File: src/rtl/mantissa_align.sv
// mantissa_align: selects big/small operand by exponent order and right-aligns the small
// significand with guard/round/sticky bits, behind a one-stage valid/ready register.
// Ports:
//   clk, rst_n            clock, asynchronous active-low reset
//   in_valid / in_ready   input handshake for SA, SB, EA, EB, MA, MB, diff, EA_lt_EB
//   out_valid / out_ready output handshake for e_big, s_big, s_small, m_big, m_small, eff_sub
// Optional feature: define MANTISSA_ALIGN_SKID_EN to add a one-entry skid register,
// making in_ready a registered "skid empty" flag.
module mantissa_align (
   input  logic        clk,
   input  logic        rst_n,
   input  logic        in_valid,
   output logic        in_ready,
   input  logic        SA,
   input  logic        SB,
   input  logic [7:0]  EA,
   input  logic [7:0]  EB,
   input  logic [7:0]  MA,
   input  logic [7:0]  MB,
   input  logic [7:0]  diff,
   input  logic        EA_lt_EB,
   output logic        out_valid,
   input  logic        out_ready,
   output logic [7:0]  e_big,
   output logic        s_big,
   output logic        s_small,
   output logic [10:0] m_big,
   output logic [10:0] m_small,
   output logic        eff_sub
);
   typedef struct packed {
      logic [7:0]  e;
      logic        sb;
      logic        ss;
      logic [10:0] mb;
      logic [10:0] ms;
      logic        sub;
   } res_t;

   res_t        res_in, out_q, out_d;
   logic        out_valid_q, out_valid_d;
   logic [7:0]  m_small_in;
   logic [10:0] m_ext;

   // Shifting the all-ones mask left by diff and inverting leaves exactly the bits
   // that fall off the right end; for diff >= 11 that is the whole word.
   always_comb begin
      m_small_in = EA_lt_EB ? MA : MB;
      m_ext      = {m_small_in, 3'b000};
      res_in.e   = EA_lt_EB ? EB : EA;
      res_in.sb  = EA_lt_EB ? SB : SA;
      res_in.ss  = EA_lt_EB ? SA : SB;
      res_in.mb  = {EA_lt_EB ? MB : MA, 3'b000};
      res_in.ms  = (m_ext >> diff) | {10'b0, |(m_ext & ~(11'h7FF << diff))};
      res_in.sub = SA ^ SB;
   end

`ifdef MANTISSA_ALIGN_SKID_EN
   res_t skid_q, skid_d;
   logic skid_valid_q, skid_valid_d;
   logic in_ready_q, in_ready_d;
   logic in_fire, out_load;

   assign in_ready = in_ready_q;

   // The output register refills from the skid entry first so order is preserved;
   // a new input lands in the skid entry only while the output is stalled.
   always_comb begin
      in_fire      = in_valid && in_ready_q;
      out_load     = !out_valid_q || out_ready;
      out_d        = out_q;
      out_valid_d  = out_valid_q;
      skid_d       = skid_q;
      skid_valid_d = skid_valid_q;
      if (out_load) begin
         if (skid_valid_q) begin
            out_d        = skid_q;
            out_valid_d  = 1'b1;
            skid_valid_d = 1'b0;
         end else begin
            out_d       = in_fire ? res_in : out_q;
            out_valid_d = in_fire;
         end
      end else if (in_fire) begin
         skid_d       = res_in;
         skid_valid_d = 1'b1;
      end
      in_ready_d = !skid_valid_d;
   end

   always_ff @(posedge clk or negedge rst_n)
      if (!rst_n) begin
         skid_q       <= '0;
         skid_valid_q <= 1'b0;
         in_ready_q   <= 1'b1;
      end else begin
         skid_q       <= skid_d;
         skid_valid_q <= skid_valid_d;
         in_ready_q   <= in_ready_d;
      end
`else
   assign in_ready = !out_valid_q || out_ready;

   always_comb begin
      out_valid_d = in_ready ? in_valid : out_valid_q;
      out_d       = (in_valid && in_ready) ? res_in : out_q;
   end
`endif

   always_ff @(posedge clk or negedge rst_n)
      if (!rst_n) begin
         out_valid_q <= 1'b0;
         out_q       <= '0;
      end else begin
         out_valid_q <= out_valid_d;
         out_q       <= out_d;
      end

   assign out_valid = out_valid_q;
   assign {e_big, s_big, s_small, m_big, m_small, eff_sub} = out_q;
endmodule

File: config.mk
export PLATFORM = sky130hd
export DESIGN_NAME = mantissa_align
export DESIGN_NICKNAME = d
export VERILOG_FILES = /design/src/rtl/mantissa_align.sv
export SDC_FILE = /design/constraint.sdc
export NUM_CORES = 1
export LEC_CHECK = 0
export BUFFER_PORTS_ARGS = -buffer_cell sky130_fd_sc_hd__buf_2
export CAP_MARGIN = 20
export CORE_AREA = 2 2 75 77
export CTS_CLUSTER_SIZE = 40
export DETAILED_ROUTE_END_ITERATION = 12
export DIE_AREA = 0 0 77 79
export PLACE_DENSITY = 0.66
export SYNTH_ARGS = -nofsm -noshare
export SYNTH_HDL_FRONTEND = slang
export SYNTH_SLANG_ARGS = --single-unit
File: constraint.sdc
create_clock -name clk -period 2.2 [get_ports clk]
set_input_delay 0 -clock clk [delete_from_list [all_inputs] [get_ports clk]]
set_output_delay 0 -clock clk [all_outputs]
set_load 0.01 [all_outputs]
==> impl_metrics.json <==
{
  "status": "completed",
  "die_w_um": 77,
  "grt_antenna_before_repair": 0,
  "rows": 27,
  "peakVddDrop_mv": 0.248,
  "report.final.slew_viol_count": 0,
  "avgViaCountPerCell": 5.21,
  "die_height_um": 79,
  "hold-worst-slack_ps": 17.5,
  "netlist_area_um2": 2030,
  "wire_per_inst_um": 13.9,
  "port_buffers": 78,
  "critPathRequiredTime_ps": 2390,
  "yosys_most_used_dff": "dfrtp_1",
  "multi_input_area_um2": 1150,
  "ant_nets": 0,
  "cts_tree": "yes",
  "grt_first_pass_wirelength_um": 8660,
  "drtIter0Drc": 77,
  "yosysUniqueCellTypes": 44,
  "ys_seq_elements": 31,
  "finalHoldViolCount": 0,
  "hp-class": "in -> reg",
  "leakage_nw": 1.22,
  "diodes": 0,
  "grt_use_total_pct": 17.6,
  "pre_cts_ws_ps": 339,
  "clock-sinks": 31,
  "async_reset_ff_share_pct": 100,
  "worst_slew_pin_slew_ps": 669,
  "final_core_util_pct": 47.9,
  "syn_inst": 220,
  "pin_count": 82,
  "yosysSeqAreaShare_pct": 38.2,
  "dpl.hpwl_um": 3940,
  "clk_pin_slew_ps": 60,
  "avgSynthCellArea_um2": 9.24,
  "regArea_um2": 776,
  "relSlewSlack_pct": 55.4,
  "rsz0062_at_grt": "false",
  "finalWeightedCongestion": 0.917,
  "finClkSkew_ps": 4.67,
  "worst-path-max-fanout": 14,
  "cp-end-kind": "register",
  "clock_path_buffers": 2,
  "crit_type": "reg -> reg",
  "period_needed_ps": 1590,
  "critPathArrivalTime_ps": 1790,
  "htree_num_levels": 2,
  "drive_gt1_share_pct": 35.4,
  "cts_buffers": 5,
  "clk_latency_ps": 270,
  "nets": 341,
  "grt.overflow.total": 0,
  "fmax_ghz": 0.628,
  "start_kind": "register",
  "coreArea_um2": 5340,
  "fin_crit_sh_pct": 72.4,
  "cts_root_buf": "clkbuf_8",
  "area_growth_pct": 25.8,
  "die_area_um2": 6080,
  "dr.pass1.iters": 4,
  "ys.warnings.count": 0,
  "synth_edf_count": 0,
  "finalSetupViolations": 0,
  "fillers": 548,
  "vias": 1906,
  "grt_pass1_vias": 1829,
  "fin_ws_ps": 608,
  "cts_setup_buffers": 0,
  "maxCapViolations": 0,
  "start_util_pct": 38.1,
  "grt_max_degree": 40,
  "power_density_nw_per_um2": 582,
  "finalSetupTns_ps": 0,
  "wl_um": 5080,
  "drc_errors": 0
}
-- repair_timing --
| action | CTS | global route |
|---|---|---|
| endpoints found under the hold margin | 32 | 0 |
| gates resized for setup | 0 | 0 |
| hold buffers | 2 | 0 |
-- layout make-up --
type | count | area share, %
Multi-Input combinational cell | 170 | 45.2
Sequential cell | 31 | 30.3
Timing Repair Buffer | 84 | 17.2
Tap cell | 72 | 3.52
Clock buffer | 6 | 3.23
Inverter | 2 | 0.294
Clock inverter | 1 | 0.196
-- stage by stage --
stage | std cells | cell area [µm²] | total power, mW
finish | 366 | 2560 | 1.49
global route | 366 | 2560 | 1.58
CTS | 366 | 2560 | 1.50
detailed placement | 357 | 2450 | 1.06
global placement | 357 | 2450 | 1.05
floorplan | 222 | 2040 | 0.895
-- kinds of logic after synthesis --
| kind of cell | count (synthesis) | synth area share, % |
|---|---|---|
| AO/OA/AOI/OAI | 62 | 18.8 |
| XOR/XNOR | 1 | 0.431 |
| buffers and inverters | 21 | 5.36 |
| flip-flops | 31 | 38.2 |
| multiplexers | 36 | 22.1 |
| other | 1 | 0.185 |
| AND/OR/NAND/NOR | 68 | 15.0 |
-- synth_stat cells (2+ instances only) --
master    instances  share of area (%)
dfrtp_1          31                 38
buf_4             5                1.8
o21ai_0          27                6.7
clkbuf_1          9                1.7
o32ai_1           2               0.86
a21oi_1           7                1.7
nor3_1            4               0.99
a31oi_1           4                1.2
o21ai_1           5                1.2
buf_2             3               0.74
nand3_1           2               0.49
mux4_2            6                6.7
mux2i_1          22                 11
nand2_1          39                7.2
inv_1             2               0.37
nor2_1            8                1.5
a22o_1            2               0.86
mux2_2            7                3.9
or3_1             2               0.62
nand2b_1          4                1.2
nor4_1            3               0.92
a211oi_1          3                1.1
a311oi_1          2               0.86
-- worst paths after layout --
path / start / end / slack [ps] / depth (start not counted)
setup / recovery: out_valid / m_small[10] / 610 / 4
hold / removal: EA[5] / e_big[5] / 20 / 3
hold reg to reg: m_small[9] / m_small[9] / 470 / 2
min in group asynchronous: rst_n / m_big[9] / 310 / 2
setup reg to reg: out_valid / m_small[10] / 610 / 4
max in group asynchronous: rst_n / e_big[7] / 1450 / 2
-- sequential cells by signal, summed over array words and instances (netlist names) --
register / flops
m_big: 8
m_small: 11
eff_sub: 1
out_valid: 1
e_big: 8
s_big: 1
s_small: 1
-- worst max-delay path: stages, from the launching register on --
cell and delay, ps:
dfrtp_1 380, nand2b_1 150, nand2_1 280, or3_1 520, o21ai_0 180
-- layer usage --
metal  GRT usage [%]  vias up  wire length (µm)
li1                -      950                 -
met1            22.9      884              2180
met4            5.00        0                46
met2            30.4       68              2520
met3            3.18        4               336
met5               0        -                 0
-- power breakdown --
group          internal (mW)  switching, mW  leakage [nW]
clock                  0.245          0.198        0.0470
combinational          0.172          0.218         0.781
sequential             0.628         0.0263         0.391
total                   1.04          0.442          1.22
-- layout by cell type (no fill, tap or decap), types with 3 or more instances in the layout --
cell type and n:
buf_2 78, nand2_1 39, dfrtp_1 31, o21ai_0 27, mux2i_1 22, nor2_1 8
mux2_2 7, a21oi_1 7, mux4_2 6, clkbuf_8 6, o21ai_1 5, nand2b_1 4
nor3_1 4, a31oi_1 4, buf_4 4, a211oi_1 3, nor4_1 3, conb_1 3
Note: power is estimated with default switching activity, not from simulation.
